[src/rtl/circuit2_fsmd_pkg.sv]
// Shared definitions for the circuit2 FSMD: schedule states and ALU op codes.
package circuit2_fsmd_pkg;

    typedef enum logic [2:0] {
        IDLE  = 3'd0,
        S1    = 3'd1,
        S2    = 3'd2,
        S3    = 3'd3,
        S4    = 3'd4,
        S5    = 3'd5,
        S6    = 3'd6,
        FINAL = 3'd7
    } state_t;

    typedef enum logic {
        ALU_ADD = 1'b0,
        ALU_SUB = 1'b1
    } aluOp_t;

endpackage

[src/rtl/circuit2_fsmd_alu_addsub.sv]
// Shared combinational add/sub unit; carry and borrow are dropped.
module alu_addsub
    import circuit2_fsmd_pkg::*;
#(
    parameter int DATAWIDTH = 32
) (
    input  aluOp_t               op,
    input  logic [DATAWIDTH-1:0] p,
    input  logic [DATAWIDTH-1:0] q,
    output logic [DATAWIDTH-1:0] r
);

    assign r = (op == ALU_SUB) ? (p - q) : (p + q);

endmodule

[src/rtl/circuit2_fsmd.sv]
// Scheduled FSMD for circuit2: one shared add/sub ALU, one comparator, Start/Done handshake.
// Output ports hold the previous result until the S6->FINAL edge of the next run.
module circuit2_fsmd
    import circuit2_fsmd_pkg::*;
#(
    parameter int DATAWIDTH = 32
) (
    input  logic                 Clk,
    input  logic                 Rst,
    input  logic                 Start,
    input  logic [DATAWIDTH-1:0] a,
    input  logic [DATAWIDTH-1:0] b,
    input  logic [DATAWIDTH-1:0] c,
    output logic                 Busy,
    output logic                 Done,
    output logic [DATAWIDTH-1:0] x,
    output logic [DATAWIDTH-1:0] z,
    output logic [DATAWIDTH-1:0] g,
    output logic [DATAWIDTH-1:0] h,
    output logic                 dLTe,
    output logic                 dEQe
);

    state_t               r_state;
    state_t               w_nextState;
    aluOp_t               w_aluOp;
    logic [DATAWIDTH-1:0] w_aluQ;
    logic [DATAWIDTH-1:0] w_aluR;

    logic [DATAWIDTH-1:0] r_ra, r_rb, r_rc;
    logic [DATAWIDTH-1:0] r_d, r_e, r_f, r_g, r_h, r_x;
    logic                 r_lt, r_eq;

    alu_addsub #(.DATAWIDTH(DATAWIDTH)) u_alu (
        .op (w_aluOp),
        .p  (r_ra),
        .q  (w_aluQ),
        .r  (w_aluR)
    );

    always_ff @(posedge Clk) begin
        if (!Rst) r_state <= IDLE;
        else      r_state <= w_nextState;
    end

    // The first ALU operand is always ra; only the second operand and op depend on state.
    always_comb begin
        w_nextState = r_state;
        w_aluOp     = ALU_ADD;
        w_aluQ      = r_rb;
        case (r_state)
            IDLE:    if (Start) w_nextState = S1;
            S1:      w_nextState = S2;
            S2: begin
                w_nextState = S3;
                w_aluQ      = r_rc;
            end
            S3: begin
                w_nextState = S4;
                w_aluOp     = ALU_SUB;
            end
            S4:      w_nextState = S5;
            S5:      w_nextState = S6;
            S6:      w_nextState = FINAL;
            FINAL:   w_nextState = IDLE;
            default: w_nextState = IDLE;
        endcase
    end

    assign Busy = (r_state != IDLE);

    // z is published straight from the shifter since it is produced on the same edge.
    always_ff @(posedge Clk) begin
        if (!Rst) begin
            r_ra <= '0; r_rb <= '0; r_rc <= '0;
            r_d  <= '0; r_e  <= '0; r_f  <= '0;
            r_g  <= '0; r_h  <= '0; r_x  <= '0;
            r_lt <= 1'b0; r_eq <= 1'b0;
            x    <= '0; z    <= '0; g    <= '0; h <= '0;
            dLTe <= 1'b0; dEQe <= 1'b0;
            Done <= 1'b0;
        end else begin
            Done <= (r_state == S6);
            case (r_state)
                IDLE: if (Start) begin
                    r_ra <= a;
                    r_rb <= b;
                    r_rc <= c;
                end
                S1: r_d <= w_aluR;
                S2: r_e <= w_aluR;
                S3: begin
                    r_f  <= w_aluR;
                    r_lt <= (r_d < r_e);
                    r_eq <= (r_d == r_e);
                end
                S4: r_g <= r_lt ? r_d : r_e;
                S5: begin
                    r_h <= r_eq ? r_g : r_f;
                    r_x <= r_g << r_lt;
                end
                S6: begin
                    x    <= r_x;
                    z    <= r_h >> r_eq;
                    g    <= r_g;
                    h    <= r_h;
                    dLTe <= r_lt;
                    dEQe <= r_eq;
                end
                default: ;
            endcase
        end
    end

endmodule
[config.mk]
export PLATFORM = sky130hd
export DESIGN_NAME = circuit2_fsmd
export DESIGN_NICKNAME = d
export VERILOG_FILES = /design/src/rtl/circuit2_fsmd_pkg.sv /design/src/rtl/circuit2_fsmd_alu_addsub.sv /design/src/rtl/circuit2_fsmd.sv
export SDC_FILE = /design/constraint.sdc
export NUM_CORES = 1
export LEC_CHECK = 0
export ABC_CLOCK_PERIOD_IN_PS = 5300
export BUFFER_PORTS_ARGS = -buffer_cell sky130_fd_sc_hd__buf_4
export CORE_MARGIN = 2
export CORE_UTILIZATION = 45
export CTS_CLUSTER_DIAMETER = 120
export DETAILED_ROUTE_END_ITERATION = 6
export GPL_TIMING_DRIVEN = 1
export PLACE_DENSITY = 0.71
export SLEW_MARGIN = 20
export SYNTH_ARGS = -nofsm -noshare
export SYNTH_HDL_FRONTEND = slang
export SYNTH_SLANG_ARGS = --single-unit
export TNS_END_PERCENT = 1
[constraint.sdc]
create_clock -name Clk -period 5.3 [get_ports Clk]
set_clock_uncertainty 0.2 [all_clocks]
set_input_delay 1.59 -clock Clk [delete_from_list [all_inputs] [get_ports Clk]]
set_output_delay 1.59 -clock Clk [all_outputs]
set_load 0.01 [all_outputs]
---- Yosys cells after proc, flatten, opt, wreduce, memory -nomap -nowiden ----
Cells that the tools add are included.
cells by class
  shift-type cells ........................ 2
  reduce and logical (&&, ||, !) cells .... 3
  mux-type cells .......................... 7
  eq/ne operators ......................... 9
  magnitude comparators ................... 1
  $add $sub $neg .......................... 2
operator list
  kind                                           count
  two-way mux 32 bit                             4
  adder 32 bit                                   1
  == test 32 bit                                 1
  < comparator 32 bit                            1
  left shift 32 x 1 -> 32 bit                    1
  right shift 32 x 1 -> 32 bit                   1
  subtractor 32 bit                              1
  case mux 3 bit (8 select lines)                1
  == test 3 bit, second input constant           4
  == test 3 x 2 -> 1 bit, second input constant  2
  == test 3 x 1 -> 1 bit, second input constant  1
  zero test 3 bit                                1
  two-way mux 3 bit                              1
  nonzero test 3 bit                             1
  inequality test 2 bit, second input constant   1
  AND reduction 2 bit                            1
  two-way mux 1 bit                              1
word-level totals
  output and inout port bits .............. 132
  register bits after elaboration ......... 424
  bits of input ports ..................... 99

---- Depth between registers and ports, before layout ----
  depth after elaboration ................. 4
  mapped depth ............................ 22
  mapped depth without buffers ............ 17

---- Hierarchy ----
From an unflattened synthesis, not the netlist that was laid out.
second synthesis, totals
  cells, all modules ...................... 2,428
  area, all modules ....................... 20,125.6 µm²
modules (own cells, without submodules)
  module         area each (µm²)  times used  sequential area each (µm²)  cells each
  circuit2_fsmd  17,775.8         1           8,488.1                     2,078
  alu_addsub     2,349.8          1           0.0                         350

---- Worst setup path before layout ----
No wires, ideal clock.
  path type ............................... register to register
  start ................................... register r_state[1]
  end ..................................... register r_e[28]
  stages on the path, launching flop included .. 19
  data required time ...................... 5.025 ns
  setup slack ............................. 0.444 ns
  clock period less this slack ............ 4.856 ns
  data arrival time ....................... 4.581 ns
  cells stage by stage .................... dfxtp_1 -> buf_4 -> or3b_1 -> buf_2 -> buf_6 -> buf_1 -> buf_2 -> buf_1 -> mux2i_1 -> xor2_1 -> ha_1 -> a2111oi_0 -> o21ai_0 -> a2111oi_0 -> nand3_1 -> a22oi_1 -> mux2_2 -> o211a_1 -> o21ai_0
between the ends
  word-level cells in the longest chain between the ends .. 4
  elaborated cells on any way between the ends .. 7
  those cells by class .................... add/sub (2); eq/ne (2); mux (3)
RTL lines
  item                                                      RTL line                                  RTL
  from (decl)                                               circuit2_fsmd.sv:24                       state_t r_state;
  from (signal assigned)                                    circuit2_fsmd.sv:43                       else r_state <= w_nextState;
  == test 3 x 2 -> 1 bit                                    circuit2_fsmd.sv:51, circuit2_fsmd.sv:84
  two-way mux 32 bit                                        circuit2_fsmd.sv:51                       case (r_state)
  adder 32 bit / subtractor 32 bit (equally long branches)  circuit2_fsmd_alu_addsub.sv:13            assign r = (op == ALU_SUB) ? (p - q) : (p + q);
  two-way mux 32 bit                                        circuit2_fsmd_alu_addsub.sv:13
  to (signal assigned)                                      circuit2_fsmd.sv:91                       S2: r_e <= w_aluR;
  to (decl)                                                 circuit2_fsmd.sv:31                       logic [DATAWIDTH-1:0] r_d, r_e, r_f, r_g, r_h, r_x;
Several ways; a longest one is shown, not always the timed one.
A chain may end at the register's enable or synchronous reset.

---- Worst setup path after layout ----
  start ................................... register r_state[0]
  end ..................................... register r_f[31]
between the ends
  word-level cells in the longest chain between the ends .. 4
  elaborated cells on any way between the ends .. 7
  those cells by class .................... add/sub (2); eq/ne (2); mux (3)
RTL lines
  item                                                      RTL line                        RTL
  == test 3 x 2 -> 1 bit                                    circuit2_fsmd.sv:51
  two-way mux 32 bit                                        circuit2_fsmd.sv:51
  adder 32 bit / subtractor 32 bit (equally long branches)  circuit2_fsmd_alu_addsub.sv:13
  two-way mux 32 bit                                        circuit2_fsmd_alu_addsub.sv:13
  to (signal assigned)                                      circuit2_fsmd.sv:93             r_f <= w_aluR;
  to (decl)                                                 circuit2_fsmd.sv:31
Several ways; a longest one is shown, not always the timed one.

==> qor.txt <==
Status -> completed
Post-synth top area share -> 0.434
I/O Buffers -> 230
Hpwl dp -> 36900 µm
Worst Setup End Kind -> register
Antenna fix cells -> 0
Largest net degree at the start of global routing -> 193
# resized after CTS -> 0
CP most frequent cell -> and2_1
Crit path DAT -> 5.20 ns
Worst Setup Start Kind -> register
H-tree lvl count -> 2
Period utilization -> 0.929
Design area -> 23200 µm²
Fill count -> 3991
Initial antenna violation count -> 0
Avg Cell Area, Syn -> 8.17 µm²
Root buf cell -> clkbuf_16
Synthesis-stage register bit count -> 424
Clock Latency Late Sink -> 0.59 ns
FF-to-FF setup slack -> 0.38 ns
Avg WL per Cell -> 17.0 µm
Cell Pwr Density -> 391 nW/µm²
Routed via count -> 17090
Slew Viols, Final -> 0
FP Rows -> 76
Setup violators final -> 0
CP max stage delay -> 0.61 ns
Max-Cap Viols -> 0
Die height -> 212 µm
Fin nets -> 2683
Clock Path Buffers -> 3
Final ANT Viol Nets -> 0
Slowest-stage cell, CP -> or4_4
Vias in the first global route -> 15914
Seq/Total Area, Yosys -> 0.434
Post-Syn Instances -> 2391
Vias per inst -> 5.45
Fmax achieved -> 203 MHz
Yosys top cell by area -> dfxtp_1
Ys async rst share -> 0
CTS buffer count -> 45
HP Class -> reg2reg
Yosys Warn Count -> 0
GRT overflow -> 0
Drt total wl -> 53300 µm
Hold Fails Final Rpt -> 0
Ordered list of cells on the worst path -> or3b_4, mux2i_2, nand4b_4, or4_4, nor2_2, and2_1, a31oi_1, xor2_1, ha_1, nand2_1, nor3_1, a32o_1, a41oi_2, and2_1, a211oi_1
Final GP Congestion -> 0.885
Mapped Nets -> 2554
Share of cells above drive strength 1 -> 0.143
Post-synth EDFFs -> 0
CTS tree -> yes
Post-synth cell types -> 62
Chip Width -> 212 µm
Minimum clock period -> 4.92 ns
DIE AREA -> 45100 µm²
Core area -> 43000 µm²
Layout Area Growth over Synthesis -> 18.9%
Fin Setup TNS -> 0 ns
Hold Buf Count CTS -> 0
Leak Pwr -> 0.00852 µW
Initial Utilization -> 0.455
Post-CTS Setup Repair Bufs -> 0
Top Ports -> 231
First-pass GRT wire length -> 84400 µm
Clock-pin slew on the worst setup and hold paths -> 0.06 ns
Remaining DRCs -> 0
Drt first pass iters -> 5
1st-iter DRT viols -> 1256
Peak supply drop -> 262 µV
Ys flop type -> dfxtp_1
Largest cells by area after synthesis -> dfxtp_1 (43%), nand2_1 (10%), mux2i_1 (8.1%)
Worst setup path class -> reg2reg
Critical path required time -> 5.57 ns
Actual slew at the worst max-slew pin -> 0.953 ns
Max_slew headroom -> 0.365
GRT Overall Usage -> 0.232
Unrepaired setup endpoints after global routing -> false
Clk sink count -> 424
Crit path max fanout -> 11
Cell area after placement -> 21600 µm²
Synth Cell Area -> 19500 µm²
==> power by group <==
part / internal [µW] / leakage [µW] / switching (µW) / total [µW]
combinational: 832 / 0.00431 / 1350 / 2180
clock: 1990 / 0.000771 / 1340 / 3320
sequential: 3380 / 0.00344 / 190 / 3570
==> critical path: cells and delay by family (launching register included) <==
family	cells	cell delay [ns]
and+or+nand+nor	8	2.48
DFF	1	0.43
muxes	1	0.34
AOI/OAI and AO/OA	4	0.70
xor gates and xnor gates	1	0.17
adders and majority gates	1	0.50
==> cells by family (layout without fill, tap and decap cells) <==
logic type	after synthesis	after routing	share of synthesized area
simple gates	875	875	0.188
compound gates	591	591	0.184
flops	424	424	0.434
buf+inv	221	381	0.0434
mux	164	164	0.0855
fa+ha+maj	64	64	0.0414
xor+xnor	52	52	0.0233
==> per-layer routing <==
metal / up-vias / global-route usage / part of all wire
li1: 8573 / - / -
met1: 7923 / 0.326 / 0.47
met2: 516 / 0.369 / 0.45
met3: 78 / 0.0309 / 0.057
met4: 0 / 0.0750 / 0.025
met5: - / 0 / 0
==> cell type report <==
cell class / instances / area, µm² / area share
Clock buffer: 59 / 1300 / 0.0560
Sequential cell: 424 / 8500 / 0.366
Tap cell: 585 / 732 / 0.0315
Clock inverter: 19 / 278 / 0.0120
Multi-Input combinational cell: 1746 / 10300 / 0.442
Timing Repair Buffer: 259 / 1980 / 0.0851
Inverter: 44 / 178 / 0.00765
==> Yosys cell counts (5+ instances only) <==
cell,number
a211oi_1,148
a21o_1,23
a21oi_1,290
a31oi_1,13
and2_1,12
and3_1,7
buf_1,26
clkbuf_1,146
dfxtp_1,424
ha_1,63
inv_1,44
mux2i_1,159
nand2_1,521
nand2b_1,5
nand3_1,45
nand4_1,15
nand4b_1,5
nor2_1,188
nor2b_1,6
nor3_1,35
o211ai_1,7
o21a_1,13
o21ai_0,55
o31ai_1,7
or3_1,7
or4_1,8
xnor2_1,20
xor2_1,32
==> stage by stage <==
stage | std cells | hold slack (ns) | setup WS [ns] | util | power, µW
finish | 3136 | 0.253 | 0.376 | 0.541 | 9070
floorplan | 2391 | 0.232 | 0.444 | - | 5140
CTS | 3135 | 0.255 | 0.187 | 0.539 | 9070
global route | 3136 | 0.268 | 0.0156 | 0.541 | 9510
global placement | 3057 | 0.243 | 0.425 | 0.502 | 5710
detailed placement | 3057 | 0.248 | 0.199 | 0.502 | 5760
==> registers in the layout, summed over array words and instances, names as in the netlist, 3 cells and up <==
name / flops
r_h: 32
h: 32
z: 32
r_state: 3
r_f: 32
g: 32
r_e: 32
r_d: 32
r_g: 32
r_ra: 32
r_rb: 32
r_x: 32
x: 32
r_rc: 32
==> placed cells by master, fill, tap and decap left out, types with 5 or more instances in the layout <==
cell type / n
dfxtp_1: 420
or3_1: 7
o211ai_1: 7
nor2b_1: 6
nand4b_1: 5
and2_1: 10
o31ai_1: 7
a31oi_1: 13
nand2b_1: 5
a21o_1: 23
mux2i_1: 158
nor3_1: 33
and3_1: 7
inv_1: 43
clkbuf_8: 8
a211oi_1: 148
buf_4: 257
xor2_1: 32
ha_1: 63
o21a_1: 13
a21oi_1: 290
xnor2_1: 20
bufinv_16: 5
nand2_1: 519
clkbuf_16: 47
o21ai_0: 55
nand3_1: 45
or4_1: 8
nand4_1: 15
nor2_1: 187
==> worst paths after layout <==
kind | end | start | depth (start not counted)
setup / recovery | r_f[31]$_SDFFE_PN0P_ | r_state[0]$_SDFFE_PN0P_ | 15
hold / removal | x[26]$_SDFFE_PN0P_ | r_x[26]$_SDFFE_PN0P_ | 2
setup reg to reg | r_f[31]$_SDFFE_PN0P_ | r_state[0]$_SDFFE_PN0P_ | 15
hold reg to reg | x[26]$_SDFFE_PN0P_ | r_x[26]$_SDFFE_PN0P_ | 2
Note: power is estimated with default switching activity, not from simulation.
